--- config.mk ---
export PLATFORM = sky130hd
export DESIGN_NAME = bloco_ula_mc_flat
export DESIGN_NICKNAME = d
export VERILOG_FILES = /design/src/rtl/bloco_ula_mc_pkg.sv /design/src/rtl/bloco_ula_mc_if.sv /design/src/rtl/bloco_ula_mc_mult_seq.sv /design/src/rtl/bloco_ula_mc.sv /design/src/flat_wrapper.sv
export SDC_FILE = /design/constraint.sdc
export NUM_CORES = 1
export LEC_CHECK = 0
export BUFFER_PORTS_ARGS = -buffer_cell sky130_fd_sc_hd__buf_4
export CAP_MARGIN = 5
export CORE_UTILIZATION = 55
export DETAILED_ROUTE_END_ITERATION = 10
export GPL_TIMING_DRIVEN = 0
export PLACE_DENSITY_LB_ADDON = 0.3
export SYNTH_ARGS = -nofsm -noshare
export SYNTH_HDL_FRONTEND = slang
export SYNTH_SLANG_ARGS = --single-unit
--- constraint.sdc ---
create_clock -name clk -period 5.58 [get_ports clk]
set_clock_uncertainty 0.15 [all_clocks]
set_input_delay 1.395 -clock clk [delete_from_list [all_inputs] [get_ports clk]]
set_output_delay 1.395 -clock clk [all_outputs]
set_load 0.01 [all_outputs]
--- src/rtl/bloco_ula_mc_pkg.sv ---
// bloco_pkg: shared types for the bloco_ula_mc datapath.
//   op_t       - 5-bit opcode driven by the control unit
//   FLAG_*     - bit positions inside the 4-bit Flags bus {N,Z,C,V}
//   est_mul_t  - states of the multi-cycle multiply sequencer
package bloco_pkg;

  typedef enum logic [4:0] {
    OP_ADD  = 5'b00000,
    OP_SUB  = 5'b00001,
    OP_AND  = 5'b00010,
    OP_OR   = 5'b00011,
    OP_XOR  = 5'b00100,
    OP_NOT  = 5'b00101,
    OP_SHL  = 5'b00110,
    OP_SHR  = 5'b00111,
    OP_ASR  = 5'b01000,
    OP_PASS = 5'b01001,
    OP_INC  = 5'b01010,
    OP_DEC  = 5'b01011,
    OP_MUL  = 5'b01100,
    OP_LOAD = 5'b01101
  } op_t;

  localparam int FLAG_N = 3;
  localparam int FLAG_Z = 2;
  localparam int FLAG_C = 1;
  localparam int FLAG_V = 0;

  typedef enum logic {
    OCIOSO = 1'b0,
    MULT   = 1'b1
  } est_mul_t;

endpackage

--- src/rtl/bloco_ula_mc_if.sv ---
// bloco_ula_mc_if: bus between the control unit (master) and the datapath (slave).
//   master drives: Hab_Escrita, Sel_SA/SB/SC, controleOperacao, Entrada_Dados, limpa_Flags
//   slave  drives: Saida_A, Saida_B, Flags {N,Z,C,V}, ocupado, pronto
interface bloco_ula_mc_if #(
  parameter int bits_palavra  = 16,
  parameter int end_registros = 2
);
  logic                     Hab_Escrita;
  logic [end_registros-1:0] Sel_SA;
  logic [end_registros-1:0] Sel_SB;
  logic [end_registros-1:0] Sel_SC;
  logic [4:0]               controleOperacao;
  logic [bits_palavra-1:0]  Entrada_Dados;
  logic                     limpa_Flags;
  logic [bits_palavra-1:0]  Saida_A;
  logic [bits_palavra-1:0]  Saida_B;
  logic [3:0]               Flags;
  logic                     ocupado;
  logic                     pronto;

  modport master (
    output Hab_Escrita, Sel_SA, Sel_SB, Sel_SC, controleOperacao, Entrada_Dados, limpa_Flags,
    input  Saida_A, Saida_B, Flags, ocupado, pronto
  );

  modport slave (
    input  Hab_Escrita, Sel_SA, Sel_SB, Sel_SC, controleOperacao, Entrada_Dados, limpa_Flags,
    output Saida_A, Saida_B, Flags, ocupado, pronto
  );
endinterface

--- src/rtl/bloco_ula_mc_mult_seq.sv ---
// mult_seq: sequential shift-add multiplier, one partial product per clock.
//   clk, reset  - clock, synchronous active-high reset (aborts a running product)
//   inicia      - latch a/b and start; ignored while a product is running
//   a, b        - operands (unsigned)
//   fim         - high during the cycle whose rising edge completes the product
//   produto     - accumulator including the current iteration; valid when fim=1
// produto is combinational so the owner can write it at the very edge that
// finishes the last iteration, without an extra cycle.
module mult_seq #(
  parameter int bits_palavra = 16
) (
  input  logic                      clk,
  input  logic                      reset,
  input  logic                      inicia,
  input  logic [bits_palavra-1:0]   a,
  input  logic [bits_palavra-1:0]   b,
  output logic                      fim,
  output logic [2*bits_palavra-1:0] produto
);
  localparam int W  = bits_palavra;
  localparam int CW = $clog2(W);

  logic [2*W-1:0] mcand;
  logic [W-1:0]   mplier;
  logic [2*W-1:0] acc;
  logic [CW-1:0]  cnt;
  logic           ativo;

  assign produto = acc + (mplier[0] ? mcand : '0);
  assign fim     = ativo && (cnt == CW'(W - 1));

  always_ff @(posedge clk) begin
    if (reset) begin
      mcand  <= '0;
      mplier <= '0;
      acc    <= '0;
      cnt    <= '0;
      ativo  <= 1'b0;
    end else if (inicia && !ativo) begin
      mcand  <= {{W{1'b0}}, a};
      mplier <= b;
      acc    <= '0;
      cnt    <= '0;
      ativo  <= 1'b1;
    end else if (ativo) begin
      acc    <= produto;
      mcand  <= mcand << 1;
      mplier <= mplier >> 1;
      cnt    <= cnt + 1'b1;
      if (fim) ativo <= 1'b0;
    end
  end
endmodule

--- src/rtl/bloco_ula_mc.sv ---
// bloco_ula_mc: register bank + ALU with registered flags, immediate load and
// an optional multi-cycle multiplier.
//   clk, reset - clock, synchronous active-high reset
//   bus (slave modport of bloco_ula_mc_if):
//     Hab_Escrita      operation request, accepted when ocupado is low
//     Sel_SA/SB/SC     operand A / operand B / destination register addresses
//     controleOperacao opcode (op_t)
//     Entrada_Dados    immediate for LOAD
//     limpa_Flags      synchronous flag clear (beats any flag update)
//     Saida_A/B        combinational register reads (old value until the edge)
//     Flags            {N,Z,C,V}, registered
//     ocupado, pronto  multiplier busy level / one-cycle completion pulse
// Build option: define MUL_EN to include the multiplier (OP_MUL, FSM, mult_seq).
// Without it OP_MUL is a NOP and ocupado/pronto are constant 0.
module bloco_ula_mc
  import bloco_pkg::*;
#(
  parameter int bits_palavra  = 16,
  parameter int end_registros = 2
) (
  input  logic          clk,
  input  logic          reset,
  bloco_ula_mc_if.slave bus
);
  localparam int W    = bits_palavra;
  localparam int NREG = 2 ** end_registros;

  logic [W-1:0] regs [NREG];
  logic [3:0]   flags_r;

  op_t          op;
  logic [W-1:0] a, b, res;
  logic [W:0]   soma;
  logic         c_alu, v_alu, escreve, aceita;

  assign bus.Saida_A = regs[bus.Sel_SA];
  assign bus.Saida_B = regs[bus.Sel_SB];
  assign bus.Flags   = flags_r;
  assign op          = op_t'(bus.controleOperacao);
  assign a           = bus.Saida_A;
  assign b           = bus.Saida_B;

  // ---------------- ALU (single-cycle ops) ----------------
  always_comb begin
    res     = '0;
    soma    = '0;
    c_alu   = 1'b0;
    v_alu   = 1'b0;
    escreve = 1'b1;
    case (op)
      OP_ADD: begin
        soma  = {1'b0, a} + {1'b0, b};
        res   = soma[W-1:0];
        c_alu = soma[W];
        v_alu = (a[W-1] == b[W-1]) && (res[W-1] != a[W-1]);
      end
      OP_SUB: begin
        // top bit of the W+1 bit difference is the unsigned borrow
        soma  = {1'b0, a} - {1'b0, b};
        res   = soma[W-1:0];
        c_alu = soma[W];
        v_alu = (a[W-1] != b[W-1]) && (res[W-1] != a[W-1]);
      end
      OP_INC: begin
        soma  = {1'b0, a} + {{W{1'b0}}, 1'b1};
        res   = soma[W-1:0];
        c_alu = soma[W];
        v_alu = !a[W-1] && res[W-1];
      end
      OP_DEC: begin
        soma  = {1'b0, a} - {{W{1'b0}}, 1'b1};
        res   = soma[W-1:0];
        c_alu = soma[W];
        v_alu = a[W-1] && !res[W-1];
      end
      OP_AND:  res = a & b;
      OP_OR:   res = a | b;
      OP_XOR:  res = a ^ b;
      OP_NOT:  res = ~a;
      OP_SHL: begin
        res   = {a[W-2:0], 1'b0};
        c_alu = a[W-1];
      end
      OP_SHR: begin
        res   = {1'b0, a[W-1:1]};
        c_alu = a[0];
      end
      OP_ASR: begin
        res   = {a[W-1], a[W-1:1]};
        c_alu = a[0];
      end
      OP_PASS: res = a;
      OP_LOAD: res = bus.Entrada_Dados;
      default: escreve = 1'b0;   // NOP; OP_MUL is handled by the sequencer
    endcase
  end

`ifdef MUL_EN
  // ---------------- multiply sequencer ----------------
  est_mul_t                 est, prox_est;
  logic                     ocupado_i, pronto_r, inicia, fim;
  logic [2*W-1:0]           produto;
  logic [end_registros-1:0] rc_mul;

  assign aceita = bus.Hab_Escrita && !ocupado_i;
  assign inicia = aceita && (op == OP_MUL);

  always_ff @(posedge clk) begin
    if (reset) est <= OCIOSO;
    else       est <= prox_est;
  end

  always_comb begin
    prox_est = est;
    case (est)
      OCIOSO:  if (inicia) prox_est = MULT;
      MULT:    if (fim)    prox_est = OCIOSO;
      default: prox_est = OCIOSO;
    endcase
  end

  always_comb begin
    ocupado_i = (est == MULT);
  end

  // pronto follows the completing edge by exactly one cycle
  always_ff @(posedge clk) begin
    if (reset) begin
      pronto_r <= 1'b0;
      rc_mul   <= '0;
    end else begin
      pronto_r <= fim;
      if (inicia) rc_mul <= bus.Sel_SC;
    end
  end

  mult_seq #(.bits_palavra(W)) u_mult (
    .clk     (clk),
    .reset   (reset),
    .inicia  (inicia),
    .a       (a),
    .b       (b),
    .fim     (fim),
    .produto (produto)
  );

  assign bus.ocupado = ocupado_i;
  assign bus.pronto  = pronto_r;
`else
  assign aceita      = bus.Hab_Escrita;
  assign bus.ocupado = 1'b0;
  assign bus.pronto  = 1'b0;
`endif

  // ---------------- register bank ----------------
  always_ff @(posedge clk) begin
    if (reset) begin
      for (int i = 0; i < NREG; i++) regs[i] <= '0;
    end else begin
      if (aceita && escreve) regs[bus.Sel_SC] <= res;
`ifdef MUL_EN
      // no accept can coincide with fim: ocupado is still high that cycle
      if (fim) regs[rc_mul] <= produto[W-1:0];
`endif
    end
  end

  // ---------------- flags ----------------
  always_ff @(posedge clk) begin
    if (reset) begin
      flags_r <= '0;
    end else if (bus.limpa_Flags) begin
      flags_r <= '0;
    end else if (aceita && escreve) begin
      flags_r[FLAG_N] <= res[W-1];
      flags_r[FLAG_Z] <= (res == '0);
      flags_r[FLAG_C] <= c_alu;
      flags_r[FLAG_V] <= v_alu;
    end
`ifdef MUL_EN
    else if (fim) begin
      flags_r[FLAG_N] <= produto[W-1];
      flags_r[FLAG_Z] <= (produto[W-1:0] == '0);
      flags_r[FLAG_C] <= (produto[2*W-1:W] != '0);
      flags_r[FLAG_V] <= 1'b0;
    end
`endif
  end
endmodule

--- src/flat_wrapper.sv ---
// flat-port wrapper written by rule: the top's interface ports become plain ports
module bloco_ula_mc_flat import bloco_pkg::*;
#(
  parameter int bits_palavra  = 16,
  parameter int end_registros = 2
)
  (clk, reset, bus_Hab_Escrita, bus_Sel_SA, bus_Sel_SB, bus_Sel_SC, bus_controleOperacao, bus_Entrada_Dados, bus_limpa_Flags, bus_Saida_A, bus_Saida_B, bus_Flags, bus_ocupado, bus_pronto);
  bloco_ula_mc_if #(.bits_palavra(bits_palavra), .end_registros(end_registros)) bus_i ();
  input  logic clk;
  input  logic reset;
  input wire logic [$bits(bus_i.Hab_Escrita)-1:0] bus_Hab_Escrita;
  input wire logic [$bits(bus_i.Sel_SA)-1:0] bus_Sel_SA;
  input wire logic [$bits(bus_i.Sel_SB)-1:0] bus_Sel_SB;
  input wire logic [$bits(bus_i.Sel_SC)-1:0] bus_Sel_SC;
  input wire logic [$bits(bus_i.controleOperacao)-1:0] bus_controleOperacao;
  input wire logic [$bits(bus_i.Entrada_Dados)-1:0] bus_Entrada_Dados;
  input wire logic [$bits(bus_i.limpa_Flags)-1:0] bus_limpa_Flags;
  output wire logic [$bits(bus_i.Saida_A)-1:0] bus_Saida_A;
  output wire logic [$bits(bus_i.Saida_B)-1:0] bus_Saida_B;
  output wire logic [$bits(bus_i.Flags)-1:0] bus_Flags;
  output wire logic [$bits(bus_i.ocupado)-1:0] bus_ocupado;
  output wire logic [$bits(bus_i.pronto)-1:0] bus_pronto;
  assign bus_i.Hab_Escrita = bus_Hab_Escrita;
  assign bus_i.Sel_SA = bus_Sel_SA;
  assign bus_i.Sel_SB = bus_Sel_SB;
  assign bus_i.Sel_SC = bus_Sel_SC;
  assign bus_i.controleOperacao = bus_controleOperacao;
  assign bus_i.Entrada_Dados = bus_Entrada_Dados;
  assign bus_i.limpa_Flags = bus_limpa_Flags;
  assign bus_Saida_A = bus_i.Saida_A;
  assign bus_Saida_B = bus_i.Saida_B;
  assign bus_Flags = bus_i.Flags;
  assign bus_ocupado = bus_i.ocupado;
  assign bus_pronto = bus_i.pronto;
  bloco_ula_mc #(.bits_palavra(bits_palavra), .end_registros(end_registros)) u_core (.clk(clk), .reset(reset), .bus(bus_i));
endmodule
=== Yosys cells after proc, flatten, opt, wreduce, memory -nomap -nowiden ===
Memory sizes are Yosys's and may differ from the RTL's.
Cells that the tools add are included.

* Register bits: 4
* Bits in writable memories: 64
* Word-level logic and storage cells: 51
* Memories kept: 1

* $add $sub $neg: 4
* Equal/unequal tests: 16
* Mux-type cells: 12
* Bitwise operators: 4
* Reduce and logical (&&, ||, !) cells: 13

{| class="wikitable"
|+ Memories
! memory !! depth !! bits a word !! read ports !! clocked after memory_dff !! wr ports !! RTL line !! text
|-
| u_core.regs || 4 || 16 || 2 || 0 || 4 || bloco_ula_mc.sv:28 || <nowiki>logic [W-1:0] regs [NREG];</nowiki>
|}

{| class="wikitable"
|+ Operators with widths
! operator !! count
|-
| $pmux W16 S13 || 1
|-
| $eq A5 B4 Y1 const B || 5
|-
| $eq A5 B3 Y1 const B || 4
|-
| $add A16 B1 Y17 const B || 1
|-
| $add A16 B16 Y17 || 1
|-
| $sub A16 B1 Y17 const B || 1
|-
| $sub A16 B16 Y17 || 1
|-
| $and A16 B16 Y16 || 1
|-
| $logic_not A16 Y1 || 1
|-
| $mux W16 || 1
|-
| $not A16 Y16 || 1
|-
| $or A16 B16 Y16 || 1
|-
| $reduce_or A16 Y1 || 1
|-
| $xor A16 B16 Y16 || 1
|-
| $reduce_or A13 Y1 || 1
|-
| $eq A5 B2 Y1 const B || 2
|-
| $mux W1 || 7
|-
| $pmux W1 S6 || 1
|-
| $eq A5 B1 Y1 const B || 1
|-
| $logic_and A1 B1 Y1 || 5
|-
| $logic_not A5 Y1 || 1
|-
| $pmux W1 S4 || 1
|-
| $reduce_or A2 Y1 || 2
|-
| $ne A1 B1 Y1 || 3
|-
| other kinds (3) || 4
|}

=== Logic depth before layout (Yosys ltp) ===
* Depth after elaboration: 9
* Mapped depth: 17

=== Least setup slack after synthesis ===
OpenSTA, ideal clock, no wires.

* Path kind: input to register
* From: in bus_Sel_SB[0]
* To: reg u_core.flags_r[2] (netlist: u_core.bus.Flags[2])
* Data arrival time: 5507 ps
* Data required time: 5361 ps
* Slack: -146 ps
* Stages on the path: 16
* Buffers on the path: 3
* Cell sequence: clkbuf_1 -> buf_1 -> mux4_2 -> inv_1 -> ha_1 -> clkbuf_1 -> a21oi_1 -> a21oi_1 -> o21ai_0 -> nand2_1 -> a221o_1 -> a2111oi_2 -> and4_1 -> and3_1 -> nand4_1 -> o21ai_1

* Cells in the longest elaborated chain, start to end: 4
* Elaborated cells on any way between the ends: 8

{| class="wikitable"
|+ RTL lines
! element !! RTL line !! text
|-
| from (decl) || flat_wrapper.sv:13 || <nowiki>input wire logic [$bits(bus_i.Sel_SB)-1:0] bus_Sel_SB;</nowiki>
|-
| $mem_v2 Z4 W16 (*) || n/a ||
|-
| via bus_Saida_B[3] || flat_wrapper.sv:19 || <nowiki>output wire logic [$bits(bus_i.Saida_B)-1:0] bus_Saida_B;</nowiki>
|-
| $sub A16 B16 Y17, or another cell as far along || bloco_ula_mc.sv:59 || <nowiki>soma = {1'b0, a} - {1'b0, b};</nowiki>
|-
| $pmux W16 S13 (*) || bloco_ula_mc.sv:50 || <nowiki>case (op)</nowiki>
|-
| $logic_not A16 Y1 (*) || bloco_ula_mc.sv:176 || <nowiki>flags_r[FLAG_Z] <= (res == '0);</nowiki>
|-
| to (signal, indexed assignment) || bloco_ula_mc.sv:176 ||
|-
| to (signal, indexed assignment) || bloco_ula_mc.sv:177 || <nowiki>flags_r[FLAG_C] <= c_alu;</nowiki>
|-
| to (signal, indexed assignment) || bloco_ula_mc.sv:178 || <nowiki>flags_r[FLAG_V] <= v_alu;</nowiki>
|-
| to (decl) || bloco_ula_mc.sv:29 || <nowiki>logic [3:0] flags_r;</nowiki>
|}

The timed path passes the listed nets; every way through them passes the cells marked *.
A chain may end at the register's enable or synchronous reset.

=== Worst setup path in the final report ===
* From: in bus_Sel_SB[0]
* To: reg u_core.flags_r[0] (netlist: u_core.bus.Flags[0])

* Cells in the longest elaborated chain, start to end: 5
* Elaborated cells on any way between the ends: 10

{| class="wikitable"
|+ RTL lines
! element !! RTL line !! text
|-
| $mem_v2 Z4 W16 (*) || n/a ||
|-
| $sub A16 B16 Y17 or $add A16 B16 Y17 (tied branches) || bloco_ula_mc.sv:59, bloco_ula_mc.sv:52 ||
|-
| $ne A1 B1 Y1 (on tied branches) || bloco_ula_mc.sv:62, bloco_ula_mc.sv:55 ||
|-
| $logic_and A1 B1 Y1 (on tied branches) || bloco_ula_mc.sv:62, bloco_ula_mc.sv:55 ||
|-
| $pmux W1 S4 (*) || bloco_ula_mc.sv:50 ||
|-
| to (signal, indexed assignment) || bloco_ula_mc.sv:175 || <nowiki>flags_r[FLAG_N] <= res[W-1];</nowiki>
|-
| to (signal, indexed assignment) || bloco_ula_mc.sv:176 ||
|-
| to (signal, indexed assignment) || bloco_ula_mc.sv:177 ||
|}

Mark *: on every way between the ends. The rest lies on a longest branch, timed or not.

==> run metrics <==
status=finished with violations; total gr overflow=0; DRC=1; Vias=6987; initial antenna violation count=0; Final period util=0.966; CP Cell Sequence=clkbuf_2 -> buf_6 -> mux4_2 -> inv_1 -> ha_1 -> clkbuf_1 -> nor3b_1 -> o31ai_1 -> o2111ai_1 -> a32oi_2 -> a21oi_1 -> o21ba_2 -> xnor2_1 -> and3_1 -> o31ai_1 -> a21boi_0; syn avg cell area=9.07 µm²; CTS Buffer Depth=2; maxcap violations=0; PwrDens=240 nW/µm²; Vias/cell=6.76; Inserted Diodes=0; Clk Latency, worst-skew pair=0.33 ns; crit-path max FO=10; die footprint=13400 µm²; Yosys reg bits=68; Leakage=0.00310 µW; register area share after synthesis=0.280; CTS H-tree lvls=3; Total GRT Usage=0.362; Async SR Flop Fraction=0; kind of end point of the critical path=register; TritonRoute pass-1 iters=10; CP Launch Type=primary input; worst-margin pin slew=0.990 ns; Max-Slew Margin vs Limit=0.335; Final Hold Slack=0.318 ns; main flop type after synthesis=edfxtp_1; clock-pin slew on the worst setup and hold paths=0.05 ns; Max Clk Rate=0.186 GHz; Die Wd=116 µm; Die Y=116 µm; Crit path required time=5.62 ns; 1st-iter DRT viols=691; Root Driver=clkbuf_16; Post-Syn Instances=787; Hold Vio Cnt, Final=0; fin. max-slew vios=0; area grow syn2layout=15.7%; worst hold path class=reg2reg; nets=944; final setup vio count=0; Rows=41; Crit Path Category=in2reg; Hold Buf Count CTS=0; effective utilization at floorplan=0.566; WP buf/inv=4; post-route cell area=8260 µm²; CTS tree=built; first-pass GRT wire length=36300 µm; Final ANT Viol Nets=0; IO Port Bufs=61; library cells used by synthesis=83; number of top-level pins=69; Crit path top cell by count=o31ai_1; Yosys Warn Count=0; Finished Core Util=0.655; share of cells above drive strength 1=0.191; synthesized area=7140 µm²; Worst path top cell family by delay=compound AO/OA/AOI/OAI gates; post-detailed-placement half-perimeter wirelength=17700 µm; Core ar.=12600 µm²; CP peak stage delay=0.61 ns; post-route minimum period=5.39 ns; vias in the first global route=6703; Cell Area, Placed=7840 µm²; CTS Sinks=68; EDFF count, synth=64; detailed-route wire length per cell=22.9 µm; GP Congestion=0.939; Worst EP arrival=5.43 ns; total wire length=23700 µm; slowest cell on the critical path=mux4_2; TritonCTS buffer count=9; failing checks=DRC; Peak VDD IR=0.000297 V; largest net degree at the start of global routing=17
stage by stage:
stage                     instances  worst slack, ns  TNS [ns]  total power, µW
after floorplan                 788           0.0986         0             1090
after global placement         1021           -0.982    -17.62             1290
after detailed placement       1022            -1.05    -19.61             1310
after CTS                      1038           0.0357         0             1960
after global routing           1034         -0.00126  -0.00126             2060
final                          1034            0.190         0             1980
placed cells by master, fill, tap and decap left out, types with 6 or more instances in the layout:
cell	synthesis	final
a21oi_1	26	25
a221o_1	7	7
a221oi_1	18	16
a22oi_1	18	18
a31oi_1	7	6
and3_1	12	12
buf_2	13	12
buf_4	2	64
clkbuf_1	45	36
clkbuf_16	0	9
edfxtp_1	64	64
ha_1	54	54
inv_1	51	51
mux4_2	32	32
nand2_1	53	53
nand2b_1	10	10
nand3_1	22	22
nor2_1	106	106
nor2b_1	9	9
nor3_1	29	29
o2111ai_1	6	6
o211ai_1	20	20
o21ai_0	18	18
o21ai_1	6	6
o221ai_1	8	8
o31ai_1	6	6
or3_1	8	8
xnor2_1	13	13
flip-flops by register name, summed over array words and instances, names as in the netlist:
register and cells:
u_core.regs 64, u_core.bus.Flags 4
power breakdown:
group,internal [µW],switching [µW]
combinational,284,467
clock,434,201
sequential,584,12.3
path summary, 6_finish.rpt:
kind | to | startpoint | slack, ns | cells after the start
setup / recovery | u_core.bus.Flags[0]$_SDFFE_PP0P_ | bus_Sel_SB[0] | 0.19 | 16
hold reg to reg | u_core.bus.Flags[2]$_SDFFE_PP0P_ | u_core.bus.Flags[2]$_SDFFE_PP0P_ | 0.32 | 2
hold / removal | u_core.bus.Flags[2]$_SDFFE_PP0P_ | u_core.bus.Flags[2]$_SDFFE_PP0P_ | 0.32 | 2
setup reg to reg | u_core.bus.Flags[2]$_SDFFE_PP0P_ | u_core.regs[3][0]$_DFFE_PP_ | 1.07 | 16
logic make-up after synthesis:
kind of cell / synth area share
adders and majority gates: 0.100
other: 0.000525
and+or+nand+nor: 0.203
muxes: 0.108
DFF: 0.280
AOI/OAI and AO/OA: 0.218
xor gates and xnor gates: 0.0209
buffers and inverters: 0.0690
synth_stat cells, types with 7 or more instances:
cell / instances / area, µm²
a21oi_1: 26 / 130
a221o_1: 7 / 70.1
a221oi_1: 18 / 158
a22oi_1: 18 / 135
a31oi_1: 7 / 43.8
and3_1: 12 / 75.1
buf_2: 13 / 65.1
clkbuf_1: 45 / 169
edfxtp_1: 64 / 1920
ha_1: 54 / 676
inv_1: 51 / 191
mux4_2: 32 / 721
nand2_1: 53 / 199
nand2b_1: 10 / 62.6
nand3_1: 22 / 110
nor2_1: 106 / 398
nor2b_1: 9 / 56.3
nor3_1: 29 / 145
o211ai_1: 20 / 150
o21ai_0: 18 / 90.1
o221ai_1: 8 / 70.1
or3_1: 8 / 50.1
xnor2_1: 13 / 114
tightest hold or removal path: stages, from the launching register on:
cell and delay [ns]:
dfxtp_1 0.31, nand3_1 0.06, o21ai_1 0.05
metal layers:
metal	share of wire	vias to the layer above	routed length, µm	GRT usage
li1	-	3137	-	-
met1	0.40	3419	9510	0.478
met2	0.48	372	11400	0.597
met3	0.088	59	2080	0.0575
met4	0.030	0	708	0.145
met5	0	-	0	0
final cells by class:
cell class / count / area, µm²
Buffer: 61 / 300
Clock buffer: 9 / 225
Clock inverter: 7 / 115
Fill cell: 1093 / 4360
Inverter: 51 / 191
Multi-Input combinational cell: 603 / 4730
Sequential cell: 68 / 2000
Tap cell: 172 / 215
Timing Repair Buffer: 63 / 480
repair_timing:
| action | in CTS | in global routing |
|---|---|---|
| buffers inserted | 0 | 1 |
| pin swaps | 1 | 1 |
| resized for setup | 11 | 10 |
| endpoints found under the setup margin | 35 | 27 |
(Power assumes the default switching activity.)
